--- config.mk ---
export PLATFORM = sky130hd
export DESIGN_NAME = aes_round_ctrl_flat
export DESIGN_NICKNAME = d
export VERILOG_FILES = /design/src/rtl/aes_round_ctrl_if.sv /design/src/rtl/aes_round_ctrl.sv /design/src/flat_wrapper.sv
export SDC_FILE = /design/constraint.sdc
export NUM_CORES = 1
export LEC_CHECK = 0
export BUFFER_PORTS_ARGS = -buffer_cell sky130_fd_sc_hd__clkbuf_2
export CORE_MARGIN = 3
export CORE_UTILIZATION = 55
export CTS_BUF_LIST = sky130_fd_sc_hd__clkbuf_4
export DETAILED_ROUTE_END_ITERATION = 10
export PLACE_DENSITY_LB_ADDON = 0.2
export REMOVE_ABC_BUFFERS = 1
export SLEW_MARGIN = 30
export SYNTH_ARGS = -nofsm -noshare
export SYNTH_HDL_FRONTEND = slang
export SYNTH_SLANG_ARGS = --single-unit
--- constraint.sdc ---
create_clock -name clk -period 1.86 [get_ports clk]
set_input_delay 0.093 -clock clk [delete_from_list [all_inputs] [get_ports clk]]
set_output_delay 0.093 -clock clk [all_outputs]
set_load 0.02 [all_outputs]
--- src/rtl/aes_round_ctrl_if.sv ---
//------------------------------------------------------------------------------
// Module : aes_round_ctrl_if
// Brief  : Handshake, key-expansion and datapath-strobe bundle of aes_round_ctrl.
//          AES_ROUND_CTRL_BLK_CNT_EN adds the blk_cnt signal.
// Rev    : 1.0  initial release
//------------------------------------------------------------------------------
`default_nettype none

interface aes_round_ctrl_if #(
    parameter int CNT_W = 32
);
    logic             cfg_key_valid;
    logic [1:0]       cfg_key_type;
    logic             cfg_key_ready;
    logic             key_err;
    logic             kx_key_in_valid;
    logic [1:0]       kx_key_in_type;
    logic             kx_key_loaded;
    logic             blk_in_valid;
    logic             blk_in_ready;
    logic             blk_out_valid;
    logic             blk_out_ready;
    logic [3:0]       rk_addr;
    logic             dp_load;
    logic             dp_round_en;
    logic             dp_final;
    logic             key_valid;
`ifdef AES_ROUND_CTRL_BLK_CNT_EN
    logic [CNT_W-1:0] blk_cnt;
`endif

    // Controller side
    modport slave (
        input  cfg_key_valid, cfg_key_type, kx_key_loaded, blk_in_valid, blk_out_ready,
        output cfg_key_ready, key_err, kx_key_in_valid, kx_key_in_type, blk_in_ready,
        output blk_out_valid, rk_addr, dp_load, dp_round_en, dp_final, key_valid
`ifdef AES_ROUND_CTRL_BLK_CNT_EN
        , output blk_cnt
`endif
    );

    // Requester / datapath side
    modport master (
        output cfg_key_valid, cfg_key_type, kx_key_loaded, blk_in_valid, blk_out_ready,
        input  cfg_key_ready, key_err, kx_key_in_valid, kx_key_in_type, blk_in_ready,
        input  blk_out_valid, rk_addr, dp_load, dp_round_en, dp_final, key_valid
`ifdef AES_ROUND_CTRL_BLK_CNT_EN
        , input blk_cnt
`endif
    );
endinterface

`default_nettype wire

--- src/rtl/aes_round_ctrl.sv ---
//------------------------------------------------------------------------------
// Module : aes_round_ctrl
// Brief  : Sequences key_expansion loading and the AES round datapath, one
//          round per cycle. AES_ROUND_CTRL_BLK_CNT_EN enables the block counter.
// Rev    : 1.0  initial release
//------------------------------------------------------------------------------
`default_nettype none

module aes_round_ctrl #(
    parameter int LOAD_TIMEOUT = 64,
    parameter int CNT_W        = 32
) (
    input  wire logic       clk,
    input  wire logic       rst,
    aes_round_ctrl_if.slave bus
);

    localparam int               c_TO_W    = $clog2(LOAD_TIMEOUT) + 1;
    localparam logic [c_TO_W-1:0] c_TO_LAST = c_TO_W'(LOAD_TIMEOUT - 1);

    typedef enum logic [2:0] {
        ST_NOKEY    = 3'd0,
        ST_KEY_LOAD = 3'd1,
        ST_READY    = 3'd2,
        ST_ROUND    = 3'd3,
        ST_DONE     = 3'd4
    } state_t;

    state_t            r_state;
    state_t            w_next_state;
    logic [1:0]        r_type;
    logic [3:0]        r_round;
    logic [c_TO_W-1:0] r_to_cnt;
    logic              r_key_valid;
    logic [3:0]        w_nr;
    logic              w_load_start;
    logic              w_accept;
    logic              w_out_hs;

    always_comb begin
        case (r_type)
            2'b01:   w_nr = 4'd12;
            2'b10:   w_nr = 4'd14;
            default: w_nr = 4'd10;
        endcase
    end

    always_comb begin
        w_next_state        = r_state;
        w_load_start        = 1'b0;
        w_accept            = 1'b0;
        w_out_hs            = 1'b0;
        bus.cfg_key_ready   = 1'b0;
        bus.key_err         = 1'b0;
        bus.kx_key_in_valid = 1'b0;
        bus.blk_in_ready    = 1'b0;
        bus.blk_out_valid   = 1'b0;
        bus.rk_addr         = 4'd0;
        bus.dp_load         = 1'b0;
        bus.dp_round_en     = 1'b0;
        bus.dp_final        = 1'b0;
        case (r_state)
            ST_NOKEY: begin
                bus.cfg_key_ready = 1'b1;
                if (bus.cfg_key_valid) begin
                    if (bus.cfg_key_type == 2'b11) begin
                        bus.key_err = 1'b1;
                    end else begin
                        w_load_start = 1'b1;
                        w_next_state = ST_KEY_LOAD;
                    end
                end
            end
            ST_KEY_LOAD: begin
                bus.kx_key_in_valid = 1'b1;
                if (bus.kx_key_loaded) begin
                    w_next_state = ST_READY;
                end else if (r_to_cnt == c_TO_LAST) begin
                    bus.key_err  = 1'b1;
                    w_next_state = ST_NOKEY;
                end
            end
            ST_READY: begin
                bus.cfg_key_ready = 1'b1;
                bus.blk_in_ready  = ~bus.cfg_key_valid;
                // A key request wins over a block offered in the same cycle
                if (bus.cfg_key_valid) begin
                    if (bus.cfg_key_type == 2'b11) begin
                        bus.key_err = 1'b1;
                    end else begin
                        w_load_start = 1'b1;
                        w_next_state = ST_KEY_LOAD;
                    end
                end else if (bus.blk_in_valid) begin
                    w_accept     = 1'b1;
                    bus.dp_load  = 1'b1;
                    w_next_state = ST_ROUND;
                end
            end
            ST_ROUND: begin
                bus.dp_round_en = 1'b1;
                bus.rk_addr     = r_round;
                if (r_round == w_nr) begin
                    bus.dp_final = 1'b1;
                    w_next_state = ST_DONE;
                end
            end
            ST_DONE: begin
                bus.blk_out_valid = 1'b1;
                if (bus.blk_out_ready) begin
                    w_out_hs     = 1'b1;
                    w_next_state = ST_READY;
                end
            end
            default: w_next_state = ST_NOKEY;
        endcase
    end

    always_ff @(posedge clk or negedge rst) begin
        if (!rst) begin
            r_state     <= ST_NOKEY;
            r_type      <= 2'b00;
            r_round     <= 4'd0;
            r_to_cnt    <= '0;
            r_key_valid <= 1'b0;
        end else begin
            r_state <= w_next_state;
            if (w_load_start) begin
                r_type <= bus.cfg_key_type;
            end
            if (w_accept) begin
                r_round <= 4'd1;
            end else if (r_state == ST_ROUND) begin
                r_round <= r_round + 4'd1;
            end
            if ((r_state == ST_KEY_LOAD) && (w_next_state == ST_KEY_LOAD)) begin
                r_to_cnt <= r_to_cnt + 1'b1;
            end else begin
                r_to_cnt <= '0;
            end
            if (w_load_start) begin
                r_key_valid <= 1'b0;
            end else if ((r_state == ST_KEY_LOAD) && bus.kx_key_loaded) begin
                r_key_valid <= 1'b1;
            end
        end
    end

    assign bus.kx_key_in_type = r_type;
    assign bus.key_valid      = r_key_valid;

`ifdef AES_ROUND_CTRL_BLK_CNT_EN
    logic [CNT_W-1:0] r_blk_cnt;

    always_ff @(posedge clk or negedge rst) begin
        if (!rst) begin
            r_blk_cnt <= '0;
        end else if (w_load_start) begin
            r_blk_cnt <= '0;
        end else if (w_out_hs) begin
            r_blk_cnt <= r_blk_cnt + 1'b1;
        end
    end

    assign bus.blk_cnt = r_blk_cnt;
`endif

endmodule

`default_nettype wire
--- src/flat_wrapper.sv ---
// flat-port wrapper written by rule: the top's interface ports become plain ports
module aes_round_ctrl_flat 
#(
    parameter int LOAD_TIMEOUT = 64,
    parameter int CNT_W        = 32
)
  (clk, rst, bus_cfg_key_valid, bus_cfg_key_type, bus_kx_key_loaded, bus_blk_in_valid, bus_blk_out_ready, bus_cfg_key_ready, bus_key_err, bus_kx_key_in_valid, bus_kx_key_in_type, bus_blk_in_ready, bus_blk_out_valid, bus_rk_addr, bus_dp_load, bus_dp_round_en, bus_dp_final, bus_key_valid);
  aes_round_ctrl_if #(.CNT_W(CNT_W)) bus_i ();
  input  wire logic clk;
  input  wire logic rst;
  input wire logic [$bits(bus_i.cfg_key_valid)-1:0] bus_cfg_key_valid;
  input wire logic [$bits(bus_i.cfg_key_type)-1:0] bus_cfg_key_type;
  input wire logic [$bits(bus_i.kx_key_loaded)-1:0] bus_kx_key_loaded;
  input wire logic [$bits(bus_i.blk_in_valid)-1:0] bus_blk_in_valid;
  input wire logic [$bits(bus_i.blk_out_ready)-1:0] bus_blk_out_ready;
  output wire logic [$bits(bus_i.cfg_key_ready)-1:0] bus_cfg_key_ready;
  output wire logic [$bits(bus_i.key_err)-1:0] bus_key_err;
  output wire logic [$bits(bus_i.kx_key_in_valid)-1:0] bus_kx_key_in_valid;
  output wire logic [$bits(bus_i.kx_key_in_type)-1:0] bus_kx_key_in_type;
  output wire logic [$bits(bus_i.blk_in_ready)-1:0] bus_blk_in_ready;
  output wire logic [$bits(bus_i.blk_out_valid)-1:0] bus_blk_out_valid;
  output wire logic [$bits(bus_i.rk_addr)-1:0] bus_rk_addr;
  output wire logic [$bits(bus_i.dp_load)-1:0] bus_dp_load;
  output wire logic [$bits(bus_i.dp_round_en)-1:0] bus_dp_round_en;
  output wire logic [$bits(bus_i.dp_final)-1:0] bus_dp_final;
  output wire logic [$bits(bus_i.key_valid)-1:0] bus_key_valid;
  assign bus_i.cfg_key_valid = bus_cfg_key_valid;
  assign bus_i.cfg_key_type = bus_cfg_key_type;
  assign bus_i.kx_key_loaded = bus_kx_key_loaded;
  assign bus_i.blk_in_valid = bus_blk_in_valid;
  assign bus_i.blk_out_ready = bus_blk_out_ready;
  assign bus_cfg_key_ready = bus_i.cfg_key_ready;
  assign bus_key_err = bus_i.key_err;
  assign bus_kx_key_in_valid = bus_i.kx_key_in_valid;
  assign bus_kx_key_in_type = bus_i.kx_key_in_type;
  assign bus_blk_in_ready = bus_i.blk_in_ready;
  assign bus_blk_out_valid = bus_i.blk_out_valid;
  assign bus_rk_addr = bus_i.rk_addr;
  assign bus_dp_load = bus_i.dp_load;
  assign bus_dp_round_en = bus_i.dp_round_en;
  assign bus_dp_final = bus_i.dp_final;
  assign bus_key_valid = bus_i.key_valid;
  aes_round_ctrl #(.LOAD_TIMEOUT(LOAD_TIMEOUT), .CNT_W(CNT_W)) u_core (.clk(clk), .rst(rst), .bus(bus_i));
endmodule
After elaboration in Yosys (flattened, before gate mapping)
Index checks and enable logic that the tools add are counted.
W data, S select, Z words.
{"block": "op_classes", "add_sub_neg": 2, "n_eq_ne": 10, "mux": 34, "bitwise_logic": 1, "n_reduce_logical": 6}
{"operator": "$mux W3", "n": 8}
{"operator": "$mux W1", "n": 19}
{"operator": "$pmux W3 S5", "n": 1}
{"operator": "$mux W4", "n": 3}
{"operator": "$add A7 B1 Y7 const B", "n": 1}
{"operator": "$eq A7 B6 Y1 const B", "n": 1}
{"operator": "$mux W7", "n": 1}
{"operator": "$eq A3 B1 Y1 const B", "n": 2}
{"operator": "$eq A3 B2 Y1 const B", "n": 2}
{"operator": "$pmux W3 S2", "n": 1}
{"operator": "$add A4 B1 Y4 const B", "n": 1}
{"operator": "$eq A2 B2 Y1 const B", "n": 2}
{"operator": "$eq A4 B4 Y1", "n": 1}
{"operator": "$reduce_bool A2 Y1", "n": 2}
{"operator": "$eq A3 B3 Y1 const B", "n": 1}
{"operator": "$logic_not A3 Y1", "n": 1}
{"operator": "$eq A2 B1 Y1 const B", "n": 1}
{"operator": "$logic_and A1 B1 Y1", "n": 2}
{"operator": "$pmux W1 S2", "n": 1}
{"operator": "$reduce_or A2 Y1", "n": 1}
{"operator": "$not A1 Y1", "n": 1}
{"block": "word_totals", "ff_bits": 17, "in_bits": 8, "word_cells": 58}

Depth between registers and ports, before layout
Gate-level depths: netlist of the first run.
{"block": "depth", "ltp_word": 8, "depth_mapped": 5}

Worst setup path after synthesis of the first run
Ideal clock, no wire load.
{"block": "synth_path", "path_type": "register -> register", "startpoint": "register u_core.r_state[0]", "endpoint": "register u_core.r_state[1]", "setup_time_ns": 0.087, "t_arrival_ns": 1.397, "path_slack_ns": 0.376, "stages_incl_launch_ff": 5, "path_buffers": 1, "synth_period_minus_slack_ns": 1.484, "cell_sequence": "dfrtp_1 > buf_4 > nor3b_1 > nand2_1 > o211ai_1"}
{"block": "synth_between", "elab_chain_cells": 2, "word_cells_on_any_way": 6, "cone_classes": "eq/ne: 4; mux: 1; reduce/logical: 1"}
{"item": "start: declaration", "line": "aes_round_ctrl.sv:29", "text": "state_t r_state;"}
{"item": "start signal: assignment", "line": "aes_round_ctrl.sv:127", "text": "r_state <= w_next_state;"}
{"item": "$eq A3 B3 Y1, or another cell as far along"}
{"item": "$pmux W3 S5 (*)", "line": "aes_round_ctrl.sv:62", "text": "case (r_state)"}
{"item": "via u_core.w_next_state[1]", "line": "aes_round_ctrl.sv:30", "text": "state_t w_next_state;"}
The timed path passes the listed nets; every way through them passes the cells marked *.
A chain may end at the register's enable or synchronous reset.

Final worst setup path of the first run
{"block": "layout_path", "startpoint": "register u_core.r_state[2]", "endpoint": "output bus_rk_addr[2]"}
{"block": "layout_between", "elab_chain_cells": 2}
{"item": "$eq A3 B2 Y1", "line": "aes_round_ctrl.sv:62"}
{"item": "$mux W4", "line": "aes_round_ctrl.sv:62"}
{"item": "end: declaration", "line": "flat_wrapper.sv:22", "text": "output wire logic [$bits(bus_i.rk_addr)-1:0] bus_rk_addr;"}
No other way between the ends.

==> reports/results.ini, run 1 <==
[cts]
cts_tree = yes
post-cts-setup-buffers = 0
cts_root_buffer = clkbuf_4
clock-sinks = 17
cts_max_level = 1
clk_path_buf_depth = 2
path_clk_slew_ns = 0.10
numCtsBuffers = 3
insertion_delay_ns = 0.29

[critical_path]
critPathMaxStageDelay_ns = 0.57
critical_path_class = flip-flop to primary output
start_kind = flip-flop
cp_slowest_cell = dfrtp_1
worstPathRequired_ns = 1.77
worst_setup_path_end_kind = primary output
cp_top_family = flip-flops
critical_path_buf_inv_count = 2
crit_chain = nand3b_2 > inv_1 > and2_1 > clkbuf_2
path_max_fanout = 10
worstPathArrival_ns = 1.69

[power_and_ir_drop]
p_per_area_nw_per_um2 = 1350
ir_worst_vdd_mv = 1.04
p_leak_nw = 0.540
power.total_mw = 1.54

[die]
dieArea_um2 = 2340
fp-row-count = 14
die_x_um = 48.4
io_pins = 23
initial_core_util_pct = 61.9
core_region_area_um2 = 1590
die_height_um = 48.4

[timing]
timing.final.crit_period_ns = 1.78
drv_slew = 0
final.period_utilization_pct = 95.7
rsz0062_at_grt = no
clock_skew_ns = 0.000681
finalSetupTns_ns = 0
finalSetupViolations = 0
setup_slack_ns = 0.0794
hold_viol_final = 0
fin_hold_ws_ns = 0.0391
timing.max_slew.rel_slack_pct = 67.5
worst_slew_pin_slew_ns = 0.488
timing.fmax_mhz = 562

[logic_synthesis]
ys.flop_type = dfrtp_1
synth_edf_count = 0
synth_top_area_cell = dfrtp_1
synthTopCellsByArea = dfrtp_1 43%, nor4b_4 4.8%, ha_1 3.8%
synth_area_per_cell_um2 = 10.4
ys_ff_latch = 17
synth-seq-area-share_pct = 43.1
yosys_warnings = 0
synth.top_cell.area_share_pct = 43.1
yosysUniqueCellTypes = 34
synth_cells = 95
async_reset_ff_share_pct = 100
netlist_area_um2 = 987

[drt]
first_pass_iters = 4
postRouteAntennaNets = 0
routed_via_density = 5.61
drc = 0
post_drt_wl_per_cell_um = 14.6
vias = 802
drt-total-wl_um = 2090
drt_first_iter_violations = 22

[cells_and_area]
antennaDiodeCount = 0
drive_above_1_share_pct = 33.6
layout.nets = 131
utilization_pct = 71.6
area_growth_pct = 15.6

[global_routing]
grt_overflow = 0
grt_pass1_wl_um = 3540
antenna_found_initial = 0
grt_max_degree = 18
grt_use_total_pct = 19.4
grt_pass1_vias = 815

[worst_hold_path]
worst_hold_path_type = input pin to flip-flop

[placement]
dpl_worst_slack_ns = 0.400
hpwlAfterDp_um = 1600
portBuffers = 22
gp_congestion = 0.754

[flow_run]
drv_cap = 0

[run_status]
outcome = complete, no violations

==> layout make-up <==
class                      instances  area [µm²]
sequential                        17         428
clock inverter                     1        5.00
inverter                           5        18.8
timing repair buffer              24         128
clock buffer                       3        22.5
fill                             136         453
tap                               24        30.0
multi-input combinational         69         509
==> registers in the layout, summed over array words and instances (netlist names) <==
signal,flops
u_core.bus.kx_key_in_type,2
u_core.r_to_cnt,7
u_core.bus.key_valid,1
u_core.r_round,4
u_core.r_state,3
==> cell usage after synthesis (2+ instances only) <==
cell type and number:
nand2b_1 2, inv_1 5, a21oi_1 5, nor2_1 10, xnor2_1 2, nor4b_4 2, or3_1 2, mux2_2 2
nand2_1 7, nand3_1 5, o211ai_1 2, xor2_1 4, buf_4 3, nand4_1 2, and2_1 3, and3_1 2
o21ai_0 2, dfrtp_1 17, ha_1 3
==> power by group <==
group,internal (mW),switching [mW],leakage [nW]
sequential,0.475,0.162,0.218
combinational,0.303,0.403,0.304
clock,0.0801,0.121,0.0177
==> path summary, 6_finish.rpt <==
| kind | from | endpoint | slack, ns | depth (start not counted) |
|---|---|---|---|---|
| max | u_core.r_state[2] | bus_rk_addr[2] | 0.08 | 4 |
| max reg2reg | u_core.r_state[2] | u_core.r_to_cnt[5] | 0.47 | 4 |
| min reg2reg | u_core.r_to_cnt[0] | u_core.r_to_cnt[0] | 0.47 | 1 |
| min in group asynchronous | rst | u_core.r_state[2] | 0.25 | 2 |
| max in group asynchronous | rst | u_core.r_state[0] | 1.29 | 2 |
| min | bus_blk_out_ready | u_core.r_state[1] | 0.04 | 3 |
==> tightest hold or removal path: cells and delay by family <==
family	cells	cell delay [ns]
simple gates	1	0.04
buf+inv	1	0.08
compound gates	1	0.08
==> metal layers <==
layer	vias to the layer above	part of all wire (%)	GRT usage, %
met3	4	6.4	2.45
li1	381	-	-
met4	0	1.0	10.4
met2	41	46	31.9
met5	-	0	0
met1	376	46	24.8
==> metrics by stage <==
step | cell area [µm²] | std cells
after floorplan | 953 | 91
after global placement | 1100 | 138
after detailed placement | 1100 | 138
after CTS | 1140 | 143
after global routing | 1140 | 143
final | 1140 | 143
==> cells in the final DEF, fill, tap and decap left out, drive strengths merged, types with 3 or more instances in the layout <==
cell type  instances
a21oi              5
nand2b             3
nand3              5
and2               3
inv                5
nand2              7
nor2              11
xor2               4
clkbuf            24
dfrtp             17
ha                 3
==> cell families after synthesis <==
kind of cell,count (synthesis),synth area share (%)
fa+ha+maj,3,3.80
xor+xnor,6,5.32
mux,2,2.28
buf+inv,9,5.32
flops,17,43.1
simple gates,42,28.0
compound gates,16,12.2
==> timing repair <==
action | in CTS | in global routing
endpoints found under the setup margin | 0 | 2
resized for setup | 0 | 3
hold buffers | 1 | 0
endpoints found under the hold margin | 17 | 0
No activity file was read; power rests on OpenSTA's default activity.
==> run 2: changes to the inputs <==
--- a/config.mk
+++ b/config.mk
@@ -5,12 +5,14 @@
 export SDC_FILE = /design/constraint.sdc
 export NUM_CORES = 1
 export LEC_CHECK = 0
+export ABC_AREA = 0
 export BUFFER_PORTS_ARGS = -buffer_cell sky130_fd_sc_hd__clkbuf_2
 export CORE_MARGIN = 3
 export CORE_UTILIZATION = 55
 export CTS_BUF_LIST = sky130_fd_sc_hd__clkbuf_4
 export DETAILED_ROUTE_END_ITERATION = 10
-export PLACE_DENSITY_LB_ADDON = 0.2
+export HOLD_SLACK_MARGIN = 0.03
+export PLACE_DENSITY = 0.81
 export REMOVE_ABC_BUFFERS = 1
 export SLEW_MARGIN = 30
 export SYNTH_ARGS = -nofsm -noshare
==> run 2 against run 1 <==
Combinational power increased by 3.3%; clock power decreased by 3%; critical path depth unchanged; clock-buffer cell count unchanged; maximum frequency up 0.63%; worst setup slack better by 0.011 ns; sequential cell count stayed put; die area is the same; wire length decreased by 8.7%; via count decreased by 4.2%.
==> reports/results.ini, run 2 (same netlist as run 1, synthesis figures left out) <==
[run_status]
outcome = complete, no violations

[drt]
vias = 768
postRouteAntennaNets = 0
post_drt_wl_per_cell_um = 13.3
drc = 0
first_pass_iters = 4
routed_via_density = 5.33
drt_first_iter_violations = 14
drt-total-wl_um = 1910

[timing]
hold_viol_final = 0
timing.max_slew.rel_slack_pct = 68.8
timing.final.crit_period_ns = 1.77
setup_slack_ns = 0.0905
worst_slew_pin_slew_ns = 0.468
timing.fmax_mhz = 565
finalSetupTns_ns = 0
final.period_utilization_pct = 95.1
drv_slew = 0
clock_skew_ns = 0.00634
fin_hold_ws_ns = 0.0438
finalSetupViolations = 0

[placement]
gp_congestion = 0.791
dp_cells = 138
dpl_worst_slack_ns = 0.422
place_area_um2 = 1100
hpwlAfterDp_um = 1500
portBuffers = 22

[cells_and_area]
fill_cells = 136
register_area_um2 = 428
layoutNonFillerInstCount = 144
layout_commonest_cell = clkbuf_2
multi_input_area_um2 = 519
layout.nets = 132
layout_common_cells = 22 x clkbuf_2, 15 x dfrtp_1, 10 x nor2_1, 7 x nand2_1
final_area_um2 = 1160
utilization_pct = 72.7
largest_reg_flops = 7
largest-register = u_core.r_to_cnt
reg_top3 = u_core.r_to_cnt: 7 flops, u_core.r_round: 4 flops, u_core.r_state: 3 flops
antennaDiodeCount = 0
area_growth_pct = 17.4
drive_above_1_share_pct = 35.8

[global_routing]
grt_max_degree = 18
antenna_found_initial = 0
grt_pass1_wl_um = 3370
grt_pass1_vias = 712
grt_overflow = 0
grt_use_total_pct = 18.9

[critical_path]
r2r_setup_slack_ns = 0.49
critical_path_class = flip-flop to primary output
cp_slowest_cell = dfrtp_1
worst_setup_path_end_kind = primary output
start_kind = flip-flop
crit_chain = nand3b_2 > inv_1 > and2_1 > clkbuf_2
r2r_end = u_core.r_state[1]
worstReg2RegStart = u_core.bus.kx_key_in_type[1]
path_max_fanout = 10
worstPathRequired_ns = 1.77
critPathMaxStageDelay_ns = 0.55
crit_start = u_core.r_state[2]
crit_end = bus_rk_addr[2]
worstPathArrival_ns = 1.68
reg2regPathDepth = 5

[power_and_ir_drop]
ir_worst_vdd_mv = 0.936
p_leak_nw = 0.543
power.total_mw = 1.56
p_per_area_nw_per_um2 = 1350

[die]
die_height_um = 48.4
core_region_area_um2 = 1590
die_x_um = 48.4
dieArea_um2 = 2340
initial_core_util_pct = 61.9
fp-row-count = 14
io_pins = 23

[cts]
clock-sinks = 17
numCtsBuffers = 3
cts_max_level = 1
path_clk_slew_ns = 0.09
insertion_delay_ns = 0.29
cts_root_buffer = clkbuf_4
clk_path_buf_depth = 2
cts_tree = yes

[flow_run]
drv_cap = 0

[worst_hold_path]
worst_hold_path_type = input pin to flip-flop

[run 2: cell count changes in the layout (fill, tap and decap cells not counted), sizes merged]
cell | previous run | this run
clkbuf | 24 | 25
[run 2: cell type report]
class | count | area share [%]
clock buffers | 3 | 1.94
multi-input cells | 69 | 44.8
clock inverters | 1 | 0.432
inverters | 5 | 1.62
flip-flops and latches | 17 | 36.9
repair buffers | 25 | 11.7
well taps | 24 | 2.59
[run 2: metal layers]
metal	routed length, µm	vias to the layer above	share of wire, %	track usage [%]
li1	-	382	-	-
met1	893	363	47	25.3
met2	882	21	46	28.2
met3	111	2	5.8	6.75
met4	22	0	1.2	7.11
met5	0	-	0	0
[run 2: how the worst min path moves through the flow]
stage	startpoint	end	slack, ns	depth (start not counted)
2_1_floorplan	rst	u_core.bus.key_valid	-0.20	0
6_report	bus_blk_out_ready	u_core.r_state[1]	0.04	3
3_3_place_gp	rst	u_core.r_round[3]	0.05	1
5_1_grt	bus_blk_out_ready	u_core.r_state[1]	0.06	3
3_5_place_dp	rst	u_core.r_round[3]	0.05	1
4_1_cts	bus_blk_out_ready	u_core.r_state[1]	0.03	3
[run 2: what timing repair did]
action / 4_1_cts / 5_1_grt
hold buffers: 1 / 0
buffers inserted: 0 / 1
setup endpoints to repair: 0 / 4
resized for setup: 0 / 4
hold endpoints to repair: 17 / 0
[run 2: power by group]
part | internal [mW] | switching [mW]
sequential | 0.475 | 0.162
combinational | 0.321 | 0.408
clock | 0.0801 | 0.114
[run 2: critical path, delay by kind of cell (launching register included)]
kind	cells	cell delay, ns
simple gates	2	0.51
flops	1	0.55
buf+inv	2	0.32
